--- src/rtl/hazard_pkg.sv ---
// Shared types for the hazard tracker: the per-stage destination-register
// slot, the empty (bubble) slot value and the "live write" test.
package hazard_pkg;

   localparam logic [4:0] XZR = 5'd31;

   typedef struct packed {
      logic       valid;
      logic [4:0] Rd;
      logic       RegWrite;
      logic       MemRead;
      logic       setFlags;
   } stage_slot_t;

   localparam stage_slot_t BUBBLE_SLOT = '{
      valid:    1'b0,
      Rd:       XZR,
      RegWrite: 1'b0,
      MemRead:  1'b0,
      setFlags: 1'b0
   };

   // A slot is live for register r when it will really write r; XZR never counts.
   function automatic logic slotLive(input stage_slot_t slot, input logic [4:0] r);
      return slot.valid & slot.RegWrite & (slot.Rd == r) & (r != XZR);
   endfunction

endpackage

--- src/rtl/hazard_slot_reg.sv ---
// One pipeline-stage slot register. Holds the destination-register state of
// the instruction in its stage, or a bubble after reset or on request.
module hazard_slot_reg
   import hazard_pkg::*;
(
   input  logic        clk,
   input  logic        reset,
   input  logic        bubbleIn,
   input  stage_slot_t slotIn,
   output stage_slot_t slotOut
);

   // Capture the upstream slot each cycle, substituting a bubble when asked.
   always_ff @(posedge clk) begin
      if (reset) begin
         slotOut <= BUBBLE_SLOT;
      end else if (bubbleIn) begin
         slotOut <= BUBBLE_SLOT;
      end else begin
         slotOut <= slotIn;
      end
   end

endmodule

--- src/rtl/hazard_tracker.sv ---
// Producer side of the operand-forwarding interface. Tracks the EX and MEM
// destination registers, raises stalls for load-use and CBZ operand hazards
// that forwarding cannot cover, flushes IF/ID on taken branches and counts
// both events with saturating counters.
module hazard_tracker
   import hazard_pkg::*;
#(
   parameter int CNT_W = 16
) (
   input  logic             clk,
   input  logic             reset,
   input  logic             id_valid,
   input  logic [4:0]       id_Rd,
   input  logic             id_RegWrite,
   input  logic             id_MemRead,
   input  logic             id_setFlags,
   input  logic [4:0]       id_Rn,
   input  logic [4:0]       id_Rm,
   input  logic             id_usesRn,
   input  logic             id_usesRm,
   input  logic             id_isCbz,
   input  logic             br_taken,
   output logic [4:0]       AwEx,
   output logic [4:0]       AwMem,
   output logic             RegWriteEX,
   output logic             RegWriteMEM,
   output logic             flagSignalEX,
   output logic             stall,
   output logic             flush_ifid,
   output logic [CNT_W-1:0] stall_cnt,
   output logic [CNT_W-1:0] flush_cnt
);

   localparam logic [CNT_W-1:0] CNT_ONE = {{(CNT_W-1){1'b0}}, 1'b1};
   localparam logic [CNT_W-1:0] CNT_MAX = {CNT_W{1'b1}};

   stage_slot_t idSlot;
   stage_slot_t exSlot;
   stage_slot_t memSlot;
   logic        exBubble;
   logic        loadUseHazard;
   logic        cbzHazard;
   logic        unusedMemFlags;

   assign idSlot = '{
      valid:    1'b1,
      Rd:       id_Rd,
      RegWrite: id_RegWrite,
      MemRead:  id_MemRead,
      setFlags: id_setFlags
   };

   // A stalled or empty ID stage sends a bubble into EX.
   assign exBubble = stall | ~id_valid;

   hazard_slot_reg exReg (
      .clk      (clk),
      .reset    (reset),
      .bubbleIn (exBubble),
      .slotIn   (idSlot),
      .slotOut  (exSlot)
   );

   hazard_slot_reg memReg (
      .clk      (clk),
      .reset    (reset),
      .bubbleIn (1'b0),
      .slotIn   (exSlot),
      .slotOut  (memSlot)
   );

   assign AwEx         = exSlot.Rd;
   assign AwMem        = memSlot.Rd;
   assign RegWriteEX   = exSlot.valid & exSlot.RegWrite;
   assign RegWriteMEM  = memSlot.valid & memSlot.RegWrite;
   assign flagSignalEX = exSlot.valid & exSlot.setFlags;

   // The MEM flag bit travels with the slot but nothing downstream reads it.
   assign unusedMemFlags = memSlot.setFlags;

   // A load in EX cannot forward yet to an ALU operand being read in ID.
   assign loadUseHazard = slotLive(exSlot, exSlot.Rd) & exSlot.MemRead &
                          ((id_usesRn & (id_Rn == exSlot.Rd)) |
                           (id_usesRm & (id_Rm == exSlot.Rd)));

   // CBZ compares in ID, so any EX producer or a MEM load of Rt must wait.
   assign cbzHazard = id_isCbz &
                      (slotLive(exSlot, id_Rm) |
                       (slotLive(memSlot, id_Rm) & memSlot.MemRead));

   assign stall      = id_valid & (loadUseHazard | cbzHazard);
   assign flush_ifid = br_taken & ~stall;

   // Saturating count of stall cycles.
   always_ff @(posedge clk) begin
      if (reset) begin
         stall_cnt <= '0;
      end else if (stall && (stall_cnt != CNT_MAX)) begin
         stall_cnt <= stall_cnt + CNT_ONE;
      end
   end

   // Saturating count of flush cycles.
   always_ff @(posedge clk) begin
      if (reset) begin
         flush_cnt <= '0;
      end else if (flush_ifid && (flush_cnt != CNT_MAX)) begin
         flush_cnt <= flush_cnt + CNT_ONE;
      end
   end

endmodule
--- config.mk ---
export PLATFORM = sky130hd
export DESIGN_NAME = hazard_tracker
export DESIGN_NICKNAME = d
export VERILOG_FILES = /design/src/rtl/hazard_pkg.sv /design/src/rtl/hazard_slot_reg.sv /design/src/rtl/hazard_tracker.sv
export SDC_FILE = /design/constraint.sdc
export NUM_CORES = 1
export LEC_CHECK = 0
export ABC_AREA = 1
export ABC_CLOCK_PERIOD_IN_PS = 4500
export CORE_AREA = 5 5 97 99
export CTS_CLUSTER_SIZE = 8
export DETAILED_ROUTE_END_ITERATION = 7
export DIE_AREA = 0 0 102 104
export GPL_ROUTABILITY_DRIVEN = 0
export PLACE_DENSITY = 0.56
export RECOVER_POWER = 50
export SLEW_MARGIN = 10
export SYNTH_ARGS = -nofsm -noshare
export SYNTH_HDL_FRONTEND = slang
export SYNTH_HIERARCHICAL = 1
export SYNTH_SLANG_ARGS = --single-unit
--- constraint.sdc ---
create_clock -name clk -period 4.5 [get_ports clk]
set_input_delay 0.45 -clock clk [delete_from_list [all_inputs] [get_ports clk]]
set_output_delay 0.45 -clock clk [all_outputs]
set_load 0.02 [all_outputs]
==> run metrics <==
RSZ-0062 raised after global routing no; initial antenna violation count 0; Max FO, Critical Path 31; multi-input logic area 0.00148 mm^2; CP endpoint kind primary output; Nets 544; DIE AREA 0.0106 mm^2; DP HPWL 5490 um; MaxCap Viol Count 0; IO Port Bufs 71; R2R Path End stall_cnt[1]; CTS max path bufs 2; die span in y 104 um; largest vdd supply drop 0.000111 V; CTS tree done; Via density 4.56; Iter 0 DRT Violations 132; total setup buffers inserted after CTS 0; LEAKAGE 1.72 nW; IO Pins 72; DRT Wirelength 7210 um; path depth of the worst reg2reg path 13; Worst slew margin 43.2%; via count 2853; minimum clock period 3560 ps; Setup violations, final 0; largest net degree at the start of global routing 32; period utilization 79.1%; Peak Freq 0.281 GHz; Worst Tran Pin Value 850 ps; all-layer global routing usage 13.9%; Final Hold Fails 0; Die X 102 um; global-route wire length before repair 12200 um; cell area after synthesis 0.00286 mm^2; CP startpoint kind input port; Avg Cell Area, Syn 6.36 um^2; worst skew pair latency 300 ps; reg-to-reg critical path startpoint exReg/slotOut[4]; post-synthesis instance total 450; area delta synth->final 30.2%; routed length per instance 11.5 um; Cells after DPL 618; grt ovf 0; min-delay worst type reg2reg; Max Slew Vio Count 0; worst path arrival time 3110 ps; clock skew 7.29 ps; clock root cell clkbuf_8; core area 0.00847 mm^2; ANT cells 0; CTS clk-pin slew, worst paths 90 ps; status completed; hold worst-path end memReg/slotOut[2]; Reg2Reg Setup Slack 2340 ps; ANT nets after route 0; vias in the first global route 2611; CTS sink count 49; CTS Hold Bufs 0; critical path class in2out; layout cell share with drive strength beyond 1 3.09%; setup_tns 0 ps; Pre-antenna DRT Iters 4; drc violations 0; Yosys warning count 6; Starting Density 33.8%; Num CTS Buffers 5; Reg area 981 um^2; Hold Path Cell Cnt 2; WP data required 4050 ps; Fillers 892; Power per Cell Area 211 mW/mm^2; hold path startpoint exReg/slotOut[2]; H-Tree Depth 2; non-filler instance count after layout 626; CTS resizes 0; num rows 34
[where the power goes]
part	internal, mW	total, mW	switching, mW	leakage [nW]
Sequential	0.440	0.447	0.00699	0.397
Combinational	0.0407	0.0860	0.0453	1.28
Clock	0.108	0.253	0.145	0.0450
[final cells by class]
class / count / share of cell area (%)
multi-input combinational: 301 / 39.6
tap: 108 / 3.63
timing repair buffer: 73 / 19.5
clock buffer: 6 / 1.95
sequential: 49 / 26.3
clock inverter: 2 / 0.269
inverter: 87 / 8.76
[metal layers]
metal | global-route usage [%] | vias to the layer above | routed length, um
li1 | - | 1529 | -
met1 | 18.0 | 1279 | 3360
met2 | 23.1 | 41 | 3460
met3 | 3.35 | 4 | 348
met4 | 2.81 | 0 | 49
met5 | 0 | - | 0
[state kept, by name, indices dropped and copies added (netlist names)]
| signal | flops |
|---|---|
| stall_cnt | 16 |
| flush_cnt | 16 |
| exReg/slotOut | 9 |
| memReg/slotOut | 8 |
[stage by stage]
| stage | setup slack [ps] | total power, mW | area [um^2] | utilization [%] | hold slack (ps) |
|---|---|---|---|---|---|
| after floorplan | 2440 | 0.501 | 2870 | - | 408 |
| after global placement | 1030 | 0.546 | 3650 | 43.1 | 416 |
| after detailed placement | 979 | 0.547 | 3650 | 43.1 | 418 |
| after CTS | 977 | 0.803 | 3730 | 44.1 | 432 |
| after global routing | 699 | 0.831 | 3730 | 44.0 | 454 |
| final | 939 | 0.786 | 3730 | 44.0 | 428 |
[worst max-delay path, stage by stage]
cell,delay (ps)
dlygate4sd3_1,570
inv_1,70
o21ai_0,150
nor2_1,70
nand3_1,80
nand2_1,50
nand2_1,100
nand2_2,210
nand2_1,110
buf_4,320
inv_1,170
nor2_1,120
clkdlybuf4s50_1,640
[layout by cell type (no fill, tap or decap), drive strengths merged]
cell           count
a21oi             16
a31oi              1
buf                2
clkbuf             6
clkdlybuf4s50     34
clkinv             3
conb               3
dfxtp             49
dlygate4sd3       37
ha                 2
inv               86
nand2            113
nand2b             1
nand3             34
nand3b             1
nand4             35
nor2              59
nor3              11
o211ai             1
o21a               1
o21ai              3
or2                1
xnor2              5
xor2              14
[worst max path at each step]
stage | startpoint | endpoint | slack, ps | cells past startpoint
2_1_floorplan | exReg/slotOut[7] | flush_ifid | 2440 | 10
3_3_place_gp | id_Rm[1] | flush_ifid | 1030 | 13
3_5_place_dp | id_Rm[1] | flush_ifid | 980 | 13
4_1_cts | id_Rm[1] | flush_ifid | 980 | 13
5_1_grt | id_Rm[1] | flush_ifid | 700 | 13
6_report | id_Rm[1] | flush_ifid | 940 | 13
(Power assumes the default switching activity.)
